===== src/rtl/a2d_pkg.sv =====
// Shared constants and FSM state type for the A2D SPI responder.
package a2d_pkg;
  localparam int A2D_DATA_W  = 12;
  localparam int A2D_FRAME_W = 16;
  localparam int A2D_NUM_CH  = 8;
  localparam int CH_MSB      = 13;
  localparam int CH_LSB      = 11;

  typedef enum logic {
    ST_IDLE  = 1'b0,
    ST_SHIFT = 1'b1
  } a2d_state_e;
endpackage


===== src/rtl/spi_edge_sync.sv =====
// Two-flop synchronizer plus a third flop for rise/fall detection of a slow SPI input.
module spi_edge_sync #(
  parameter logic RST_VAL = 1'b1
) (
  input  logic clk,
  input  logic rst_n,
  input  logic i_async,
  output logic o_sync,
  output logic o_rise,
  output logic o_fall
);
  logic r_q1, r_q2, r_q3;

  always_ff @(posedge clk or negedge rst_n) begin
    if (!rst_n) begin
      r_q1 <= RST_VAL;
      r_q2 <= RST_VAL;
      r_q3 <= RST_VAL;
    end else begin
      r_q1 <= i_async;
      r_q2 <= r_q1;
      r_q3 <= r_q2;
    end
  end

  assign o_sync = r_q2;
  assign o_rise = ~r_q3 & r_q2;
  assign o_fall = r_q3 & ~r_q2;
endmodule


===== src/rtl/a2d_spi_resp.sv =====
// ADC128S-style SPI responder: the command in frame N selects the sample returned
// MSB-first on MISO in frame N+1; samples come from a parallel channel-data port.
module a2d_spi_resp
  import a2d_pkg::*;
#(
  parameter int DATA_W  = A2D_DATA_W,
  parameter int NUM_CH  = A2D_NUM_CH,
  parameter int FRAME_W = A2D_FRAME_W
) (
  input  logic                       clk,
  input  logic                       rst_n,
  input  logic                       SS_n,
  input  logic                       SCLK,
  input  logic                       MOSI,
  output logic                       MISO,
  input  logic [DATA_W*NUM_CH-1:0]   ch_data,
  output logic [$clog2(NUM_CH)-1:0]  chnnl,
  output logic                       cmd_vld,
  output logic                       frame_err
);
  localparam int          CH_W      = $clog2(NUM_CH);
  localparam logic [4:0]  CNT_FRAME = 5'(FRAME_W);

  a2d_state_e          r_state, w_state_nxt;
  logic                r_mosi_q1, r_mosi_q2;
  logic [4:0]          r_bit_cnt;
  logic [FRAME_W-1:0]  r_rx_shft, r_tx_shft;
  logic [DATA_W-1:0]   r_sample_q;
  logic [CH_W-1:0]     r_chnnl;
  logic                r_cmd_vld, r_frame_err;

  logic                w_ss_sync, w_ss_rise, w_ss_fall;
  logic                w_sclk_sync, w_sclk_rise, w_sclk_fall;
  logic                w_frame_start, w_frame_end;
  logic [CH_W-1:0]     w_cmd_ch;
  logic [FRAME_W-1:0]  w_resp_word;
  logic [DATA_W-1:0]   w_ch_arr [NUM_CH];

  spi_edge_sync #(.RST_VAL(1'b1)) u_ss_sync (
    .clk    (clk),
    .rst_n  (rst_n),
    .i_async(SS_n),
    .o_sync (w_ss_sync),
    .o_rise (w_ss_rise),
    .o_fall (w_ss_fall)
  );

  spi_edge_sync #(.RST_VAL(1'b1)) u_sclk_sync (
    .clk    (clk),
    .rst_n  (rst_n),
    .i_async(SCLK),
    .o_sync (w_sclk_sync),
    .o_rise (w_sclk_rise),
    .o_fall (w_sclk_fall)
  );

  always_ff @(posedge clk or negedge rst_n) begin
    if (!rst_n) begin
      r_mosi_q1 <= 1'b0;
      r_mosi_q2 <= 1'b0;
    end else begin
      r_mosi_q1 <= MOSI;
      r_mosi_q2 <= r_mosi_q1;
    end
  end

  for (genvar k = 0; k < NUM_CH; k++) begin : g_ch
    assign w_ch_arr[k] = ch_data[k*DATA_W +: DATA_W];
  end

  assign w_cmd_ch      = r_rx_shft[CH_MSB:CH_LSB];
  assign w_resp_word   = {{(FRAME_W-DATA_W){1'b0}}, r_sample_q};
  assign w_frame_start = (r_state == ST_IDLE)  && w_ss_fall;
  assign w_frame_end   = (r_state == ST_SHIFT) && w_ss_rise;

  always_ff @(posedge clk or negedge rst_n) begin
    if (!rst_n) r_state <= ST_IDLE;
    else        r_state <= w_state_nxt;
  end

  always_comb begin
    w_state_nxt = r_state;
    case (r_state)
      ST_IDLE:  if (w_ss_fall) w_state_nxt = ST_SHIFT;
      ST_SHIFT: if (w_ss_rise) w_state_nxt = ST_IDLE;
      default:  w_state_nxt = ST_IDLE;
    endcase
  end

  // Frame end takes priority, so an SCLK edge coinciding with SS_n rise is dropped.
  always_ff @(posedge clk or negedge rst_n) begin
    if (!rst_n) begin
      r_bit_cnt   <= '0;
      r_rx_shft   <= '0;
      r_tx_shft   <= '0;
      r_sample_q  <= '0;
      r_chnnl     <= '0;
      r_cmd_vld   <= 1'b0;
      r_frame_err <= 1'b0;
    end else begin
      r_cmd_vld   <= 1'b0;
      r_frame_err <= 1'b0;
      if (w_frame_start) begin
        r_bit_cnt <= '0;
        r_tx_shft <= w_resp_word;
      end else if (w_frame_end) begin
        if (r_bit_cnt == CNT_FRAME) begin
          r_chnnl    <= w_cmd_ch;
          r_sample_q <= w_ch_arr[w_cmd_ch];
          r_cmd_vld  <= 1'b1;
        end else begin
          r_frame_err <= 1'b1;
        end
      end else if (r_state == ST_SHIFT) begin
        if (w_sclk_rise) begin
          r_rx_shft <= {r_rx_shft[FRAME_W-2:0], r_mosi_q2};
          if (r_bit_cnt != 5'd31) r_bit_cnt <= r_bit_cnt + 5'd1;
        end
        // The leading fall of a frame keeps bit 15 in place for the first rise.
        if (w_sclk_fall && !w_sclk_sync && (r_bit_cnt != 5'd0))
          r_tx_shft <= {r_tx_shft[FRAME_W-2:0], 1'b0};
      end
    end
  end

  assign MISO      = ~w_ss_sync & r_tx_shft[FRAME_W-1];
  assign chnnl     = r_chnnl;
  assign cmd_vld   = r_cmd_vld;
  assign frame_err = r_frame_err;
endmodule


===== config.mk =====
export PLATFORM = sky130hd
export DESIGN_NAME = a2d_spi_resp
export DESIGN_NICKNAME = d
export VERILOG_FILES = /design/src/rtl/a2d_pkg.sv /design/src/rtl/spi_edge_sync.sv /design/src/rtl/a2d_spi_resp.sv
export SDC_FILE = /design/constraint.sdc
export NUM_CORES = 1
export LEC_CHECK = 0
export ABC_AREA = 1
export ABC_CLOCK_PERIOD_IN_PS = 1800
export CAP_MARGIN = 20
export CORE_MARGIN = 2
export CORE_UTILIZATION = 30
export CTS_BUF_LIST = sky130_fd_sc_hd__clkbuf_4
export CTS_CLUSTER_SIZE = 25
export DETAILED_ROUTE_END_ITERATION = 8
export PLACE_DENSITY = 0.57
export SLEW_MARGIN = 20
export SYNTH_ARGS = -nofsm -noshare
export SYNTH_HDL_FRONTEND = slang
export SYNTH_SLANG_ARGS = --single-unit
export TNS_END_PERCENT = 5

===== constraint.sdc =====
create_clock -name clk -period 1.8 [get_ports clk]
set_input_delay 0.36 -clock clk [delete_from_list [all_inputs] [get_ports clk]]
set_output_delay 0.36 -clock clk [all_outputs]
set_load 0.005 [all_outputs]

==> load_flow_metrics.sql <==
INSERT INTO impl_metrics (metric_group, metric, value, unit) VALUES
('status', 'status', 'completed', ''),
('power_and_ir_drop', 'netSwitchingFraction', '0.396', ''),
('critical_path', 'cp_cell_sequence', 'clkdlybuf4s50_1', ''),
('critical_path', 'path_buf_inv', '1', ''),
('finish', 'fin_nets', '767', ''),
('synth', 'async_set_or_reset_flop_fraction_in_the_synthesized_netlist', '1.00', ''),
('critical_path', 'timing.critical_path.arrival', '1310', 'ps'),
('finish', 'syn_to_final_growth', '36.7', '%'),
('synth', 'synth_top_cells_by_area', 'sky130_fd_sc_hd__dfrtp_1, sky130_fd_sc_hd__nand2_1, sky130_fd_sc_hd__nand3_1', ''),
('finish', 'finish.cell_count_without_fillers', '836', ''),
('worst_hold_path', 'hold_crit_class', 'input port to register', ''),
('synth', 'synth_fp_nets', '667', ''),
('power_and_ir_drop', 'power.ir.vdd_worst', '709', 'uV'),
('clocking', 'ctsHtreeMaxLevel', '3', ''),
('power_and_ir_drop', 'p_seq_frac', '0.342', ''),
('global_routing', 'global_route.overflow_total', '0', ''),
('floorplan', 'die_area', '13400', 'um^2'),
('synth', 'synthTopCellsByCount', 'sky130_fd_sc_hd__nand2_1, sky130_fd_sc_hd__nand3_1, sky130_fd_sc_hd__inv_1', ''),
('synth', 'synthesis.instances', '563', ''),
('sta', 'fin_crit', '1670', 'ps'),
('placement', 'dp_slack', '242', 'ps'),
('power_and_ir_drop', 'leakage', '2.74', 'nW'),
('critical_path', 'critPathRequiredTime', '1440', 'ps'),
('job', 'drv_cap', '0', ''),
('routing', 'drt-total-wl', '10.1', 'mm'),
('power_and_ir_drop', 'total_switching_power', '2.15', 'mW'),
('synth', 'synth-warning-count', '0', ''),
('synth', 'yosys.area.top_type_share', '0.367', ''),
('critical_path', 'rrSetupSlack', '240', 'ps'),
('critical_path', 'startpoint_type', 'register', ''),
('clocking', 'clock_sinks', '61', ''),
('routing', 'remaining_drc_errors', '0', ''),
('clocking', 'tritoncts', 'done', ''),
('synth', 'synth-main-ff-cell', 'sky130_fd_sc_hd__dfrtp_1', ''),
('clocking', 'cts-buffers-inserted', '9', ''),
('sta', 'worst_hold_slack', '357', 'ps'),
('sta', 'slew_violations', '0', ''),
('synth', 'syn-cell-area', '3750', 'um^2'),
('floorplan', 'area_of_the_placeable_core', '12100', 'um^2'),
('routing', 'drtIter0Drc', '183', ''),
('synth', 'synth.yosys.seq_area_share', '0.409', ''),
('synth', 'post_synth.cell_area_avg', '6.65', 'um^2'),
('routing', 'via_count', '3690', ''),
('sta', 'setup_total_negative_slack', '0', 'ps'),
('placement', 'gpl.final_weighted_congestion', '0.779', ''),
('clocking', 'cts-root-to-sink-buffers', '2', ''),
('floorplan', 'dieHeight', '116', 'um'),
('routing', 'detailedRoute.firstPassIterationCount', '5', ''),
('critical_path', 'critical-path-max-stage-delay', '540', 'ps'),
('clocking', 'latest_clock_arrival_within_the_worst_skew_pair', '410', 'ps'),
('power_and_ir_drop', 'pwr-share-clk', '0.226', ''),
('sta', 'max_slew.worst_pin.slew', '435', 'ps'),
('global_routing', 'globalRouteTotalUtil', '0.160', ''),
('clocking', 'clock_tree.root_cell', 'sky130_fd_sc_hd__clkbuf_4', ''),
('global_routing', 'first_global_vias', '3527', ''),
('power_and_ir_drop', 'pd_cells', '1060', 'nW/um^2'),
('routing', 'detail_route.wl_per_cell', '12.1', 'um'),
('placement', 'dp_cells', '818', ''),
('sta', 'worst_slack', '131', 'ps'),
('floorplan', 'fp.dieW', '116', 'um'),
('placement', 'portBuffers', '106', ''),
('clocking', 'clk_transition_reported_paths', '110', 'ps'),
('synth', 'post_synth_num_cell_types', '22', ''),
('routing', 'route.antenna.remaining_nets', '0', ''),
('sta', 'worst_clock_skew', '17.2', 'ps'),
('critical_path', 'path_max_fanout', '2', ''),
('floorplan', 'initial_core_utilization', '0.309', ''),
('power_and_ir_drop', 'intPower', '3.27', 'mW'),
('sta', 'setup_violations', '0', ''),
('finish', 'filler_cell_count', '1304', ''),
('sta', 'maxSlewHeadroom', '0.710', '');
[stage by stage]
step / utilization / area, um^2
6_report: 0.423 / 5120
5_1_grt: 0.423 / 5120
4_1_cts: 0.423 / 5120
3_5_place_dp: 0.406 / 4920
3_3_place_gp: 0.406 / 4920
2_1_floorplan: - / 3750
[placed cells by master, fill, tap and decap left out]
cell type                         instances
sky130_fd_sc_hd__clkinv_2                 1
sky130_fd_sc_hd__nand3_1                104
sky130_fd_sc_hd__o21ai_0                  7
sky130_fd_sc_hd__dlygate4sd3_1            1
sky130_fd_sc_hd__xor2_1                   2
sky130_fd_sc_hd__o21ai_1                  3
sky130_fd_sc_hd__nor2_1                   7
sky130_fd_sc_hd__clkdlybuf4s50_1        104
sky130_fd_sc_hd__buf_2                    1
sky130_fd_sc_hd__nand4_1                  1
sky130_fd_sc_hd__clkbuf_4                10
sky130_fd_sc_hd__inv_2                    8
sky130_fd_sc_hd__dfrtp_1                 55
sky130_fd_sc_hd__bufinv_16                3
sky130_fd_sc_hd__a21oi_1                  2
sky130_fd_sc_hd__nand2_2                  3
sky130_fd_sc_hd__nand2_1                243
sky130_fd_sc_hd__nand4_2                  2
sky130_fd_sc_hd__buf_12                   2
sky130_fd_sc_hd__clkinvlp_4               1
sky130_fd_sc_hd__nand2_4                  2
sky130_fd_sc_hd__dlygate4sd2_1            1
sky130_fd_sc_hd__ha_1                     3
sky130_fd_sc_hd__dfstp_2                  6
sky130_fd_sc_hd__inv_1                   84
sky130_fd_sc_hd__nor2_4                   2
sky130_fd_sc_hd__buf_4                    8
sky130_fd_sc_hd__nand3_2                  1
sky130_fd_sc_hd__clkinv_4                 1
[final cells by class]
cell class | count | area, um^2 | area share
timing repair buffer | 117 | 1160 | 0.228
inverter | 92 | 345 | 0.0674
clock inverter | 6 | 111 | 0.0217
clock buffer | 10 | 75.1 | 0.0147
tap | 168 | 210 | 0.0411
multi-input combinational | 382 | 1680 | 0.328
sequential | 61 | 1530 | 0.300
[sequential cells by signal, summed over array words and instances (netlist names), 3 cells and up]
signal      flops
r_tx_shft      16
chnnl           3
r_bit_cnt       5
r_rx_shft      14
r_sample_q     12
[path summary, 6_finish.rpt]
kind,startpoint,cells after the start,endpoint
max in group asynchronous,rst_n,3,u_ss_sync.r_q1
min in group asynchronous,rst_n,3,r_tx_shft[10]
max,chnnl[2],1,chnnl[2]
min,SCLK,1,u_sclk_sync.r_q1
min reg2reg,u_ss_sync.r_q1,0,u_ss_sync.o_sync
max reg2reg,u_ss_sync.o_sync,6,r_tx_shft[15]
[power groups by stage]
stage	clock [mW]	combinational, mW	sequential, mW
after floorplan	0	1.70	1.81
after global placement	0	2.32	1.87
after detailed placement	0	2.34	1.88
after CTS	1.27	2.35	1.86
after global routing	1.34	2.67	1.90
final	1.23	2.34	1.86
[metal layers]
metal  vias to the layer above  share of wire  GRT usage
li1                       1906              -          -
met1                      1702           0.45      0.214
met2                        69           0.50      0.268
met3                        13          0.040     0.0277
met4                         0          0.015     0.0444
met5                         -              0          0
[logic make-up after synthesis]
kind of cell	Yosys count	share of synthesized area
adder cells (fa/ha/maj)	3	0.0100
AO/OA/AOI/OAI	12	0.0160
flip-flops	61	0.409
XOR/XNOR	2	0.00468
AND/OR/NAND/NOR	365	0.418
buffers and inverters	120	0.142
[what timing repair did]
item | CTS | global route
gates resized for setup | 1 | 0
hold buffers | 1 | 0
endpoints found under the hold margin | 55 | 0
buffers inserted | 1 | 0
setup endpoints to repair | 1 | 0
No activity file was read; power rests on OpenSTA's default activity.
